[src/rtl/mac_job_sequencer.sv]
`default_nettype none
// ============================================================================
// Module   : mac_job_sequencer
// Function : Runs N-term multiply-accumulate jobs on an external MAC datapath,
//            then returns the accumulator with a signed threshold flag.
// Revision : 1.0  initial release
// ============================================================================

module mac_job_sequencer #(
   parameter int DW      = 16,
   parameter int AW      = 40,
   parameter int TW      = 32,
   parameter int LEN_W   = 8,
   parameter int MAC_LAT = 1
) (
   input  logic             clk,
   input  logic             rst,
   input  logic             start,
   input  logic [LEN_W-1:0] len,
   input  logic [TW-1:0]    threshold,
   output logic             busy,
   output logic             err_len,
   input  logic             op_valid,
   input  logic [DW-1:0]    op_a,
   input  logic [DW-1:0]    op_b,
   output logic             op_ready,
   output logic             mac_ce,
   output logic             mac_sload,
   output logic [DW-1:0]    mac_a,
   output logic [DW-1:0]    mac_b,
   input  logic [AW-1:0]    mac_accum,
   output logic             res_valid,
   output logic [AW-1:0]    res_data,
   output logic             res_over
);

   // Drain counter must reach MAC_LAT, so it needs clog2(MAC_LAT+1) bits.
   localparam int DCW = (MAC_LAT < 2) ? 1 : $clog2(MAC_LAT + 1);

   typedef enum logic [1:0] {
      S_IDLE  = 2'd0,
      S_ACCUM = 2'd1,
      S_DRAIN = 2'd2,
      S_DONE  = 2'd3
   } state_t;

   state_t             state;
   state_t             state_next;

   logic [LEN_W-1:0]   len_q;
   logic [TW-1:0]      thr_q;
   logic [LEN_W-1:0]   cnt;
   logic               first;
   logic [DCW-1:0]     drain_cnt;

   logic               job_accept;
   logic               len_reject;
   logic               transfer;
   logic               last_beat;
   logic               capture;
   logic signed [AW-1:0] thr_ext;

   assign busy    = (state != S_IDLE);
   assign thr_ext = AW'($signed(thr_q));

   always_ff @(posedge clk) begin
      if (rst) begin
         state <= S_IDLE;
      end else begin
         state <= state_next;
      end
   end

   always_comb begin
      state_next = state;
      job_accept = 1'b0;
      len_reject = 1'b0;
      op_ready   = 1'b0;
      transfer   = 1'b0;
      last_beat  = 1'b0;
      capture    = 1'b0;
      case (state)
         S_IDLE: begin
            if (start) begin
               if (len != '0) begin
                  job_accept = 1'b1;
                  state_next = S_ACCUM;
               end else begin
                  len_reject = 1'b1;
               end
            end
         end
         S_ACCUM: begin
            op_ready  = (cnt < len_q);
            transfer  = op_valid & op_ready;
            last_beat = transfer && (cnt == len_q - 1'b1);
            if (last_beat) begin
               state_next = S_DRAIN;
            end
         end
         S_DRAIN: begin
            // The first DRAIN cycle carries the last beat's mac_ce, so the
            // accumulator is valid once MAC_LAT further cycles have passed.
            if (drain_cnt == DCW'(MAC_LAT)) begin
               capture    = 1'b1;
               state_next = S_DONE;
            end
         end
         S_DONE: begin
            state_next = S_IDLE;
         end
         default: begin
            state_next = S_IDLE;
         end
      endcase
   end

   always_ff @(posedge clk) begin
      if (rst) begin
         len_q     <= '0;
         thr_q     <= '0;
         cnt       <= '0;
         first     <= 1'b0;
         drain_cnt <= '0;
         err_len   <= 1'b0;
         mac_ce    <= 1'b0;
         mac_sload <= 1'b0;
         mac_a     <= '0;
         mac_b     <= '0;
         res_valid <= 1'b0;
         res_data  <= '0;
         res_over  <= 1'b0;
      end else begin
         err_len   <= len_reject;
         mac_ce    <= transfer;
         mac_sload <= transfer & first;
         res_valid <= capture;

         if (job_accept) begin
            len_q <= len;
            thr_q <= threshold;
            cnt   <= '0;
            first <= 1'b1;
         end

         if (transfer) begin
            mac_a <= op_a;
            mac_b <= op_b;
            first <= 1'b0;
            cnt   <= cnt + 1'b1;
         end

         if (last_beat) begin
            drain_cnt <= '0;
         end else if (state == S_DRAIN) begin
            drain_cnt <= drain_cnt + 1'b1;
         end

         if (capture) begin
            res_data <= mac_accum;
            res_over <= ($signed(mac_accum) > thr_ext);
         end
      end
   end

endmodule

`default_nettype wire

[config.mk]
export PLATFORM = sky130hd
export DESIGN_NAME = mac_job_sequencer
export DESIGN_NICKNAME = d
export VERILOG_FILES = /design/src/rtl/mac_job_sequencer.sv
export SDC_FILE = /design/constraint.sdc
export NUM_CORES = 1
export LEC_CHECK = 0
export ABC_CLOCK_PERIOD_IN_PS = 3800
export CAP_MARGIN = 20
export CORE_ASPECT_RATIO = 0.8
export CORE_MARGIN = 3
export CORE_UTILIZATION = 47
export DETAILED_ROUTE_END_ITERATION = 10
export PLACE_DENSITY = 0.82
export SYNTH_ARGS = -nofsm -noshare
export SYNTH_HDL_FRONTEND = slang
export SYNTH_SLANG_ARGS = --single-unit
[constraint.sdc]
create_clock -name clk -period 3.8 [get_ports clk]
set_clock_uncertainty 0.15 [all_clocks]
set_input_delay 0.57 -clock clk [delete_from_list [all_inputs] [get_ports clk]]
set_output_delay 0.57 -clock clk [all_outputs]
set_load 0.01 [all_outputs]
==> flow_results.xml <==
<?xml version="1.0" encoding="UTF-8"?>
<metrics>
  <group name="status">
    <metric name="outcome" unit="">finished, final reports clean</metric>
  </group>
  <group name="sta">
    <metric name="worstMarginPinSlew" unit="ns">0.977</metric>
    <metric name="setup-tns-final" unit="ns">0</metric>
    <metric name="final-hold-violation-count" unit="">0</metric>
    <metric name="timing.final.crit_period" unit="ns">3.26</metric>
    <metric name="timing_max_transition_violations_final" unit="">0</metric>
    <metric name="final.hold.worst_slack" unit="ns">0.301</metric>
    <metric name="fmax" unit="MHz">307</metric>
    <metric name="max_transition_margin" unit="%">34.7</metric>
    <metric name="rsz0062_at_grt" unit="">false</metric>
    <metric name="finalSetupViolations" unit="">0</metric>
    <metric name="timing.final.crit_share" unit="%">85.7</metric>
  </group>
  <group name="pwr">
    <metric name="power.leakage" unit="nW">3.31</metric>
    <metric name="seqPwrFrac" unit="%">35.4</metric>
    <metric name="p_sw_share" unit="%">29.6</metric>
    <metric name="max-vdd-ir-drop" unit="mV">0.343</metric>
    <metric name="clk_network_pwr_share" unit="%">38.8</metric>
    <metric name="share_comb_of_total_power" unit="%">25.8</metric>
    <metric name="power.density" unit="nW/um^2">513</metric>
    <metric name="cellInternalPower" unit="mW">3.13</metric>
    <metric name="power_switching" unit="mW">1.32</metric>
  </group>
  <group name="worst_setup_path">
    <metric name="critical_path_arrival" unit="ns">2.54</metric>
    <metric name="crit-reg2reg-launch" unit="">len_q[5]</metric>
    <metric name="setup.worst_path.start_class" unit="">register</metric>
    <metric name="rrSetupSlack" unit="ns">1.04</metric>
    <metric name="timing.critical_path.fanout_max" unit="">4</metric>
    <metric name="worst_setup_path_end_kind" unit="">primary output</metric>
    <metric name="timing_worst_setup_path_type" unit="">register to primary output</metric>
    <metric name="crit_path_start" unit="">len_q[1]</metric>
    <metric name="critical_path_required" unit="ns">3.08</metric>
    <metric name="regToRegEndpoint" unit="">cnt[2]</metric>
    <metric name="worst-r2r-cell-count" unit="">9</metric>
    <metric name="crit_path_end" unit="">op_ready</metric>
  </group>
  <group name="die">
    <metric name="die-width" unit="um">132</metric>
    <metric name="fp-row-count" unit="">36</metric>
    <metric name="initial_utilization" unit="%">48.3</metric>
    <metric name="number_of_top_level_pins" unit="">195</metric>
    <metric name="overall_die_height" unit="um">106</metric>
    <metric name="core" unit="sq um">12300</metric>
    <metric name="design.die.area" unit="sq um">14000</metric>
  </group>
  <group name="global_routing">
    <metric name="globalRoute.busiestLayer" unit="">met2</metric>
    <metric name="grt.met1_usage" unit="%">28.3</metric>
    <metric name="global_route.usage.met2" unit="%">36.5</metric>
    <metric name="grt_use_total" unit="%">22.6</metric>
    <metric name="first_global_vias" unit="">5212</metric>
    <metric name="grtUsageMet3" unit="%">6.95</metric>
    <metric name="grt_pass1_wl" unit="um">25500</metric>
    <metric name="gr-total-overflow" unit="">0</metric>
    <metric name="grt_max_degree" unit="">63</metric>
    <metric name="antenna_found_initial" unit="">0</metric>
  </group>
  <group name="cts">
    <metric name="clockBufferDepth" unit="">2</metric>
    <metric name="cts_tree" unit="">yes</metric>
    <metric name="cts_made_buffers" unit="">17</metric>
    <metric name="ctsHoldBuffers" unit="">0</metric>
    <metric name="clock_tree.root_cell" unit="">sky130_fd_sc_hd__clkbuf_16</metric>
    <metric name="numClockSinks" unit="">129</metric>
    <metric name="cts_setup_buffers" unit="">0</metric>
    <metric name="htreeDepth" unit="">4</metric>
    <metric name="cts_repair_resize_count" unit="">0</metric>
    <metric name="clock_insertion_delay_worst_skew" unit="ns">0.42</metric>
    <metric name="clk_pin_slew" unit="ns">0.06</metric>
  </group>
  <group name="synthesis">
    <metric name="synth_fp_nets" unit="">865</metric>
    <metric name="post_synth_fa_ha_maj_area_fraction" unit="%">11.4</metric>
    <metric name="synth_top_family_by_area" unit="">compound AO/OA/AOI/OAI gates</metric>
    <metric name="synth-warning-count" unit="">0</metric>
    <metric name="synth.avg_cell_area" unit="sq um">8.52</metric>
    <metric name="synthDominantCellAreaShare" unit="%">43.6</metric>
    <metric name="async_reset_ff_share" unit="%">0</metric>
    <metric name="yosys.area_share.simple" unit="%">17.9</metric>
    <metric name="yosysTopAreaCell" unit="">sky130_fd_sc_hd__dfxtp_1</metric>
    <metric name="yosys_register_bits" unit="">129</metric>
    <metric name="post_synth_main_area_contributors" unit="">sky130_fd_sc_hd__dfxtp_1, sky130_fd_sc_hd__ha_1, sky130_fd_sc_hd__nand2_1</metric>
    <metric name="synthXorXnorAreaFrac" unit="%">1.33</metric>
    <metric name="muxShareOfSynthArea" unit="%">0.338</metric>
    <metric name="synth_compound_gate_area_share" unit="%">19.8</metric>
    <metric name="netlist_instances" unit="">695</metric>
    <metric name="yosys.cell_types.count" unit="">56</metric>
    <metric name="synth_area" unit="sq um">5920</metric>
    <metric name="synth_top_flop_cell" unit="">sky130_fd_sc_hd__dfxtp_1</metric>
    <metric name="edff_count_synth" unit="">0</metric>
    <metric name="synth_sequential_area_ratio" unit="%">43.6</metric>
  </group>
  <group name="place">
    <metric name="io_buffer_count" unit="">194</metric>
    <metric name="placed_cells_incl_taps" unit="">1029</metric>
    <metric name="gp_congestion" unit="">0.851</metric>
    <metric name="dpl.hpwl" unit="um">11600</metric>
  </group>
  <group name="route">
    <metric name="wirelength" unit="um">15800</metric>
    <metric name="detailroute.via_count" unit="">5490</metric>
    <metric name="drt_pre_antenna_iters" unit="">5</metric>
    <metric name="avgRoutedWirePerCell" unit="um">14.9</metric>
    <metric name="post_drt_via_cell_ratio" unit="">5.17</metric>
    <metric name="antenna_violating_nets_post_route" unit="">0</metric>
    <metric name="dr.first_iter.drc_count" unit="">296</metric>
    <metric name="drcViolationCount" unit="">0</metric>
  </group>
  <group name="finish">
    <metric name="antenna-diode-count" unit="">0</metric>
    <metric name="layout.cells.most_common" unit="">sky130_fd_sc_hd__clkdlybuf4s50_1</metric>
    <metric name="layout.core_utilization" unit="%">70.7</metric>
    <metric name="syn2layout_area_growth" unit="%">46.2</metric>
    <metric name="drive_above_1_share" unit="%">5.73</metric>
    <metric name="post_layout_nonfiller_instances" unit="">1061</metric>
    <metric name="most-common-layout-cells" unit="">sky130_fd_sc_hd__clkdlybuf4s50_1, sky130_fd_sc_hd__nand2_1, sky130_fd_sc_hd__dfxtp_1</metric>
    <metric name="final_nets" unit="">1048</metric>
  </group>
  <group name="worst_hold_path">
    <metric name="worst_hold_path_type" unit="">register to register</metric>
  </group>
  <group name="run">
    <metric name="max_cap_violations" unit="">0</metric>
  </group>
</metrics>
[Yosys cell counts (all sizes together) (2+ instances only)]
cell type and instances:
and3 3, a311oi 3, clkbuf 33, a21o 5, a31o 2, nor2b 2
nor2 12, o21ai 8, inv 48, dfxtp 129, o211ai 3, o311a 2
nand2 159, a21boi 2, buf 4, ha 54, xnor2 7, a221oi 3
nand3 19, nor4 3, nor3 6, and4 3, mux2i 2, xor2 2
nand4 11, and2 2, a22o 40, a21oi 99, a31oi 4, or3 3
nand2b 7
[sequential cells by signal, summed over array words and instances (netlist names), 2 cells and up]
signal	count
cnt	8
len_q	8
mac_b	16
mac_a	16
res_data	40
state	2
thr_q	32
[routing by layer]
layer  part of all wire [%]  vias to the layer above
met5                      0                        -
met4                    2.4                        0
met3                    8.2                       24
met2                     44                      184
met1                     45                     2488
li1                       -                     2794
[area by class of cell]
type	instances	area [sq um]
fillers	965	3590
flip-flops and latches	129	2580
well taps	171	214
multi-input cells	481	3030
clock buffers	18	439
clock inverters	13	186
inverters	48	180
repair buffers	201	2030
[worst max-delay path, stage by stage (launching register included)]
cell and delay, ns:
sky130_fd_sc_hd__dfxtp_1 0.37, sky130_fd_sc_hd__inv_1 0.08, sky130_fd_sc_hd__ha_1 0.28, sky130_fd_sc_hd__nor2b_1 0.13
sky130_fd_sc_hd__o211ai_1 0.24, sky130_fd_sc_hd__a21oi_1 0.18, sky130_fd_sc_hd__a21oi_1 0.14, sky130_fd_sc_hd__and3_1 0.18
sky130_fd_sc_hd__clkdlybuf4s50_1 0.55
[cell families (layout without fill, tap and decap cells)]
family	after synthesis	after routing
xor gates and xnor gates	9	9
muxes	2	2
buffers and inverters	85	280
AOI/OAI and AO/OA	181	181
DFF	129	129
and+or+nand+nor	235	235
adders and majority gates	54	54
[metrics by stage]
| stage | power, mW | cell area (sq um) | worst slack (ns) |
|---|---|---|---|
| after global placement | 2.72 | 8010 | 0.692 |
| after CTS | 4.48 | 8640 | 0.497 |
| after floorplan | 2.30 | 5920 | 1.24 |
| after detailed placement | 2.74 | 8010 | 0.658 |
| final | 4.45 | 8660 | 0.542 |
| after global routing | 4.70 | 8660 | 0.368 |
[worst min path at each step]
stage | start | to | cells after the start
after floorplan | first | mac_sload | 1
after global placement | mac_b[10] | mac_b[10] | 2
after detailed placement | mac_b[15] | mac_b[15] | 2
after CTS | mac_b[15] | mac_b[15] | 2
after global routing | thr_q[25] | thr_q[25] | 2
final | mac_b[12] | mac_b[12] | 2
[power groups by stage]
stage	Combinational (mW)	Sequential [mW]	Clock, mW
2_1_floorplan	0.696	1.60	0
3_3_place_gp	1.13	1.60	0
3_5_place_dp	1.14	1.60	0
4_1_cts	1.15	1.57	1.75
5_1_grt	1.29	1.59	1.81
6_report	1.15	1.57	1.72
No activity file was read; power rests on OpenSTA's default activity.
